File: config.mk
export PLATFORM = sky130hd
export DESIGN_NAME = store_size_unit
export DESIGN_NICKNAME = d
export VERILOG_FILES = /design/src/rtl/store_size_pkg.sv /design/src/rtl/store_lane_merge.sv /design/src/rtl/store_size_unit.sv
export SDC_FILE = /design/constraint.sdc
export NUM_CORES = 1
export LEC_CHECK = 0
export CORE_UTILIZATION = 30
export CTS_BUF_LIST = sky130_fd_sc_hd__clkbuf_2 sky130_fd_sc_hd__clkbuf_4 sky130_fd_sc_hd__clkbuf_8
export DETAILED_ROUTE_END_ITERATION = 8
export MAX_ROUTING_LAYER = met4
export PLACE_DENSITY = 0.67
export SETUP_SLACK_MARGIN = 0.4
export SLEW_MARGIN = 5
export SYNTH_ARGS = -nofsm -noshare
export SYNTH_HDL_FRONTEND = slang
export SYNTH_SLANG_ARGS = --single-unit
File: constraint.sdc
create_clock -name clk -period 4.55 [get_ports clk]
set_input_delay 0.6825 -clock clk [delete_from_list [all_inputs] [get_ports clk]]
set_output_delay 0.6825 -clock clk [all_outputs]
set_load 0.01 [all_outputs]
File: src/rtl/store_size_pkg.sv
// -----------------------------------------------------------------------------
// store_size_pkg
// Shared definitions for the store-narrowing path.
//   - sz_e     : store width encodings (2'b11 is folded into SZ_WORD on decode)
//   - state_e  : store sequencer states
//   - MEM_LAT_MIN / MEM_LAT_MAX : legal range of the memory read latency
//   - CNT_W    : width of the read-latency wait counter
//   - decode_size()   : maps the raw 2-bit size field onto sz_e
//   - is_misaligned() : alignment rule applied when the misalign check
//                       (STORE_SIZE_MISALIGN_CHECK_EN) is built in
// -----------------------------------------------------------------------------
package store_size_pkg;

  typedef enum logic [1:0] {
    SZ_WORD = 2'b00,
    SZ_HALF = 2'b01,
    SZ_BYTE = 2'b10
  } sz_e;

  typedef enum logic [1:0] {
    ST_IDLE    = 2'd0,
    ST_RD_WAIT = 2'd1,
    ST_WRITE   = 2'd2,
    ST_DONE    = 2'd3
  } state_e;

  localparam int unsigned MEM_LAT_MIN = 1;
  localparam int unsigned MEM_LAT_MAX = 3;
  localparam int unsigned CNT_W       = 2;

  // The unused encoding 2'b11 behaves as a full-word store.
  function automatic sz_e decode_size(input logic [1:0] raw);
    case (raw)
      2'b01:   decode_size = SZ_HALF;
      2'b10:   decode_size = SZ_BYTE;
      default: decode_size = SZ_WORD;
    endcase
  endfunction

  function automatic logic is_misaligned(input sz_e sz, input logic [1:0] offset);
    case (sz)
      SZ_HALF: is_misaligned = offset[0];
      SZ_BYTE: is_misaligned = 1'b0;
      default: is_misaligned = (offset != 2'b00);
    endcase
  endfunction

endpackage

File: src/rtl/store_lane_merge.sv
// -----------------------------------------------------------------------------
// store_lane_merge
// Purely combinational lane merge for sub-word stores (little-endian lanes).
// Ports:
//   old_word [31:0] in  : word read back from memory
//   wdata    [31:0] in  : register value; low byte/half supplies the new lane
//   size            in  : decoded store width (sz_e)
//   offset   [1:0]  in  : byte offset within the word (addr[1:0])
//   merged   [31:0] out : old_word with the selected lane replaced
// Half stores select their lane on offset[1] only, so offset[0] is ignored.
// -----------------------------------------------------------------------------
module store_lane_merge
  import store_size_pkg::*;
(
  input  logic [31:0] old_word,
  input  logic [31:0] wdata,
  input  sz_e         size,
  input  logic [1:0]  offset,
  output logic [31:0] merged
);

  always_comb begin
    // NOTE: assigning a full default before the case keeps every path driven,
    // so no latch is inferred for lanes a branch does not touch.
    merged = old_word;
    case (size)
      SZ_HALF: begin
        if (offset[1]) merged[31:16] = wdata[15:0];
        else           merged[15:0]  = wdata[15:0];
      end
      SZ_BYTE: begin
        case (offset)
          2'd0:    merged[7:0]   = wdata[7:0];
          2'd1:    merged[15:8]  = wdata[7:0];
          2'd2:    merged[23:16] = wdata[7:0];
          default: merged[31:24] = wdata[7:0];
        endcase
      end
      default: merged = wdata;
    endcase
  end

endmodule

File: src/rtl/store_size_unit.sv
// -----------------------------------------------------------------------------
// store_size_unit
// Multi-cycle store path: narrows a 32-bit register value to word, half or
// byte and writes it to word-addressed memory. Word stores write directly;
// half/byte stores read the old word, merge the new lane and write back.
//
// Parameter:
//   MEM_LATENCY : cycles from a registered mem_addr to valid mem_rdata (1..3)
// Build option:
//   STORE_SIZE_MISALIGN_CHECK_EN : when defined, misaligned half/word requests
//   are rejected (done + misaligned pulse, no memory access). When undefined,
//   misaligned is tied low and the low address bits a width does not use are
//   ignored.
// Ports:
//   clk, reset (synchronous, active-high)
//   start, size[1:0], addr[31:0], wdata[31:0] : request (sampled in IDLE only)
//   mem_rdata[31:0]                           : memory read data
//   mem_addr[31:0], mem_wdata[31:0], mem_wr   : memory write port (registered)
//   busy, done, misaligned                    : status (registered)
// -----------------------------------------------------------------------------
module store_size_unit
  import store_size_pkg::*;
#(
  parameter int unsigned MEM_LATENCY = 1
) (
  input  logic        clk,
  input  logic        reset,
  input  logic        start,
  input  logic [1:0]  size,
  input  logic [31:0] addr,
  input  logic [31:0] wdata,
  input  logic [31:0] mem_rdata,
  output logic [31:0] mem_addr,
  output logic [31:0] mem_wdata,
  output logic        mem_wr,
  output logic        busy,
  output logic        done,
  output logic        misaligned
);

  if (MEM_LATENCY < MEM_LAT_MIN || MEM_LATENCY > MEM_LAT_MAX) begin : g_bad_latency
    $error("store_size_unit: MEM_LATENCY out of range 1..3");
  end

  localparam logic [CNT_W-1:0] LAT_LOAD = CNT_W'(MEM_LATENCY);

  state_e           state;
  sz_e              size_q;
  logic [1:0]       offset_q;
  logic [31:0]      wdata_q;
  logic [CNT_W-1:0] cnt;
  logic [31:0]      merged;
  sz_e              size_dec;
  logic             reject;
  logic             accept;

  assign size_dec = decode_size(size);
  assign accept   = (state == ST_IDLE) && start;

`ifdef STORE_SIZE_MISALIGN_CHECK_EN
  assign reject = is_misaligned(size_dec, addr[1:0]);

  always_ff @(posedge clk) begin
    if (reset) misaligned <= 1'b0;
    else       misaligned <= accept && reject;
  end
`else
  assign reject     = 1'b0;
  assign misaligned = 1'b0;
`endif

  // Merge works from the captured request so that addr/size/wdata may change
  // freely while the read is outstanding.
  store_lane_merge u_merge (
    .old_word (mem_rdata),
    .wdata    (wdata_q),
    .size     (size_q),
    .offset   (offset_q),
    .merged   (merged)
  );

  always_ff @(posedge clk) begin
    // NOTE: sequential state uses non-blocking assignments so every register
    // samples the pre-edge values, independent of statement order.
    if (reset) begin
      // NOTE: the captured request and datapath registers are reset along with
      // the FSM so every output, including mem_addr/mem_wdata, reads 0.
      state     <= ST_IDLE;
      size_q    <= SZ_WORD;
      offset_q  <= 2'b00;
      wdata_q   <= 32'h0;
      cnt       <= '0;
      mem_addr  <= 32'h0;
      mem_wdata <= 32'h0;
      mem_wr    <= 1'b0;
      busy      <= 1'b0;
      done      <= 1'b0;
    end else begin
      // Strobes default low; the branch that owns them raises them for one cycle.
      mem_wr <= 1'b0;
      done   <= 1'b0;
      case (state)
        ST_IDLE: begin
          if (start) begin
            size_q   <= size_dec;
            offset_q <= addr[1:0];
            wdata_q  <= wdata;
            mem_addr <= {addr[31:2], 2'b00};
            busy     <= 1'b1;
            if (reject) begin
              state <= ST_DONE;
              done  <= 1'b1;
            end else if (size_dec == SZ_WORD) begin
              state     <= ST_WRITE;
              mem_wdata <= wdata;
              mem_wr    <= 1'b1;
            end else begin
              state <= ST_RD_WAIT;
              cnt   <= LAT_LOAD;
            end
          end
        end
        ST_RD_WAIT: begin
          // Counter reaches 0 in the cycle mem_rdata becomes valid.
          if (cnt == '0) begin
            mem_wdata <= merged;
            mem_wr    <= 1'b1;
            state     <= ST_WRITE;
          end else begin
            cnt <= cnt - CNT_W'(1);
          end
        end
        ST_WRITE: begin
          state <= ST_DONE;
          done  <= 1'b1;
        end
        default: begin
          state <= ST_IDLE;
          busy  <= 1'b0;
        end
      endcase
    end
  end

endmodule

== Word-level counts from Yosys, hierarchy flattened ==
Index checks and enable logic that the tools add are counted.
Storage, ports and cells
  logic and storage cells: 64
  register bits: 105
  input port bits: 101
Operators by class
  bitwise gates (word level): 1
  reductions and logical operators: 12
  equal/unequal tests: 13
  add/sub/neg operators: 1
  muxes and demuxes: 27
Operator list (number)
  $pmux 32 s2: 2
  $mux 32: 3
  $mux 16: 2
  $mux 8: 4
  $mux 2: 6
  $eq 2x1->1 const B: 4
  $eq 2x2->1 const B: 4
  $logic_not 2->1: 4
  $ne 2x2->1 const B: 4
  $pmux 2 s2: 2
  $reduce_and 4->1: 2
  $pmux 2 s3: 1
  $reduce_and 2->1: 3
  $mux 1: 5
  $pmux 1 s2: 2
  $reduce_or 3->1: 1
  $ne 2x1->1 const B: 1
  $reduce_bool 2->1: 1
  $reduce_or 2->1: 1
  $sub 2x1->2 const B: 1
  $not 1->1: 1

== Depth between registers and ports, before layout ==
  depth in word-level cells: 6
  gate-level depth with buffers: 10

== By module ==
From an unflattened synthesis, not the netlist that was laid out.
Unflattened totals
  cells, all modules: 624
  area total of the unflattened synthesis: 5420.2 µm²
By module, submodules not included
  store_size_unit: sequential area each 2102.0 µm², cells each 491, instances 1, area an instance 4408.0 µm²
  store_lane_merge: sequential area each 0.0 µm², cells each 133, instances 1, area an instance 1012.2 µm²

== Worst setup path after synthesis ==
Ideal clock, no wire load.
  kind: input -> register
  from: input size[0]
  to: register mem_wdata[10]
  stages: 10
  arrival time: 2.232 ns
  buffers on the path: 4
  library setup time: 0.117 ns
  slack: 2.201 ns
  required time: 4.433 ns
  cells stage by stage: inv_1 ha_1 buf_4 a21boi_4 or3_1 buf_6 nor2b_4 buf_6 buf_8 a22o_1
On the way
  word-level cells in the longest chain between the ends: 5
  elaborated cells on any way between the ends: 6
Ends and longest elaborated chain
  start, declared: RTL line store_size_unit.sv:29  | input logic [1:0] size,
  $eq 2x2->1 / $eq 2x1->1 (equally long branches): RTL line store_size_pkg.sv:33  | case (raw)
  $pmux 2 s2 *: RTL line store_size_pkg.sv:33
  $logic_not 2->1 *: RTL line store_size_unit.sv:113  | end else if (size_dec == SZ_WORD) begin
  $ne 2x1->1 (no source line) *
  $reduce_and 4->1 (no source line) *
  end signal, assigned: RTL line store_size_unit.sv:115  | mem_wdata <= wdata;
  end signal, assigned: RTL line store_size_unit.sv:126  | mem_wdata <= merged;
  end, declared: RTL line store_size_unit.sv:34  | output logic [31:0] mem_wdata,
Mark *: on every way between the ends. The rest lies on a longest branch, timed or not.
A chain may end at the register's enable or synchronous reset.

== Worst setup path after layout ==
Ends and elaborated chain as after synthesis.

==> metrics.txt <==
Worst-path clk slew 100 ps; Critical Path Fanout Max 24; Seq/Total Area, Yosys 0.414; Post-CTS Resized 0; Hold Vio Cnt, Final 0; most common cell after layout, fill and taps aside nand2_1; Syn Area/Cell 7.71 um2; Fmax 356 MHz; root buf cell clkbuf_8; Max-cap violations 0; CP Capture Type register; P_sw 1.40 mW; CTS Buf Count 9; share of layout cells above drive strength 1 0.0445; clk sink count 105; Comb power frac 0.441; total core area 16500 um2; Sum Neg Setup Slack 0 ps; Seq pwr share 0.364; Slew Viols, Final 0; die area 17400 um2; Tot Pwr 3.70 mW; Yosys Warn Count 0; Worst VDD drop 0.321 mV; cells after synthesis 658; vias in the first global route 4717; Via density 4.92; WL final 16500 um; CP required 4890 ps; Syn-to-layout area delta 38.0%; Synth Register Bits 105; postcts setup bufs 0; Non-Filler Instances 1008; Worst Hold Class reg -> reg; violated checks design-rule violations; Die Width 132 um; I/O pins 169; run status finished with violations; delay-heaviest family, CP simple AND/OR/NAND/NOR gates; power per cell area 529 nW/um2; Antenna Nets Post-Route 0; CTS tree built; GR Util All Layers 0.196; Synth Cell Area 5070 um2; highest cell delay on the worst timing path 630 ps; die span in y 132 um; Initial DRC Count 378; grt ovf 0; fin crit period 2810 ps; placed cell count 991; row cnt 47; dpl ws 1340 ps; slew of the pin with the lowest slew margin 1180 ps; Clock Latency Late Sink 390 ps; commonest cells after routing, fill and taps aside 184 x nand2_1, 164 x clkdlybuf4s50_1, 114 x a21oi_1; GPL Wtd Cong 0.798; first-pass iteration count of the detailed router 7; RSZ-0062 raised after global routing no; post-synth cell types 39; Initial Util 0.307; Clk pwr share 0.194; initial antenna violation count 1; Final setup viols 0; nets@finish 892; HPWL after detailed placement 11400 um; Setup Crit Path Kind in -> reg; Clock Path Buffers 2; Sw Ratio 0.379; Int Power 2.30 mW; largest net degree at the start of global routing 78; Arrival @ worst endpoint 3140 ps; Buf/Inv on CP 2; clock skew 12.5 ps; CTS HTree Levels 3; setup ws final 1740 ps; DRC 2; part of the cycle the worst path needs 0.617; cts hold-fix bufs 0; Avg WL per Cell 16.4 um; IO buf count 165; worst relative slew slack 0.204; vias 4958; CP startpoint kind primary input; hold slack final 457 ps; Critical Path, Cell by Cell clkdlybuf4s50_1, inv_1, ha_1, a21boi_4, or3_1, nor2b_4, a22o_1; first-pass GRT wire length 26000 um; Leakage 2.56 nW; Worst path slowest cell nor2b_4
## cells in the mapped netlist, drive strengths merged
library cell	number	area share
ha	9	0.022
o21bai	1	0.0015
a21oi	114	0.11
nor2b	7	0.010
inv	37	0.027
a221o	16	0.032
or3	1	0.0012
nand2	185	0.14
conb	1	0.00074
dfxtp	105	0.41
nor4bb	1	0.0020
a311oi	1	0.0017
a2bb2oi	1	0.0017
a21boi	1	0.0037
o21ba	1	0.0020
a22o	24	0.041
nand4b	1	0.0017
or2	2	0.0025
o2111ai	8	0.014
mux2i	9	0.018
o21a	2	0.0030
buf	23	0.032
o211ai	16	0.024
and2	1	0.0012
nor2	7	0.0052
mux2	8	0.018
nor3	1	0.00099
a211oi	2	0.0030
nand2b	1	0.0012
and4b	1	0.0020
o21ai	27	0.027
clkbuf	35	0.026
o22ai	9	0.011
## flip-flops by register name, indices dropped and copies added (netlist names)
signal	count
state	2
mem_wdata	32
busy	1
size_q	2
done	1
offset_q	2
cnt	2
mem_addr	30
mem_wr	1
wdata_q	32
## logic make-up after synthesis
| kind of cell | synth area share |
|---|---|
| and+or+nand+nor | 0.165 |
| DFF | 0.414 |
| buffers and inverters | 0.0849 |
| other | 0.000739 |
| muxes | 0.0355 |
| adders and majority gates | 0.0222 |
| AOI/OAI and AO/OA | 0.277 |
## cell type report
type,instances,area [um2]
fillers,1684,9530
multi-input cells,460,2560
flip-flops and latches,105,2100
repair buffers,169,1680
well taps,220,275
clock buffers,11,139
inverters,37,139
clock inverters,5,104
diodes,1,2.50
## layer usage
metal	vias up	routed length [um]	global-route usage
met5	-	0	-
met3	23	864	0.0261
met1	2265	7800	0.260
li1	2499	-	-
met4	0	362	0.0846
met2	171	7500	0.298
## worst paths after layout
kind	from	to	slack, ps	cells after the start
setup / recovery	size[0]	mem_wdata[10]	1740	7
setup reg to reg	state[1]	mem_wdata[23]	1870	7
hold reg to reg	mem_addr[24]	mem_addr[24]	460	2
hold / removal	mem_addr[24]	mem_addr[24]	460	2
## power groups by stage
stage | sequential (mW) | combinational, mW | clock [mW]
6_report | 1.35 | 1.63 | 0.720
5_1_grt | 1.38 | 1.80 | 0.774
4_1_cts | 1.35 | 1.64 | 0.737
3_5_place_dp | 1.37 | 1.64 | 0
3_3_place_gp | 1.37 | 1.62 | 0
2_1_floorplan | 1.38 | 0.975 | 0
## per-stage QoR
step                area, um2  utilization
finish                   7000        0.423
CTS                      7000        0.423
floorplan                5080            -
global route             7000        0.423
detailed placement       6750        0.409
global placement         6750        0.409
## worst register-to-register path, delay by kind of cell (launching register included)
family / cells / cell delay, ps
AOI/OAI and AO/OA: 2 / 340
adders and majority gates: 1 / 340
buffers and inverters: 2 / 390
and+or+nand+nor: 2 / 1110
DFF: 1 / 440
Note: power is estimated with default switching activity, not from simulation.
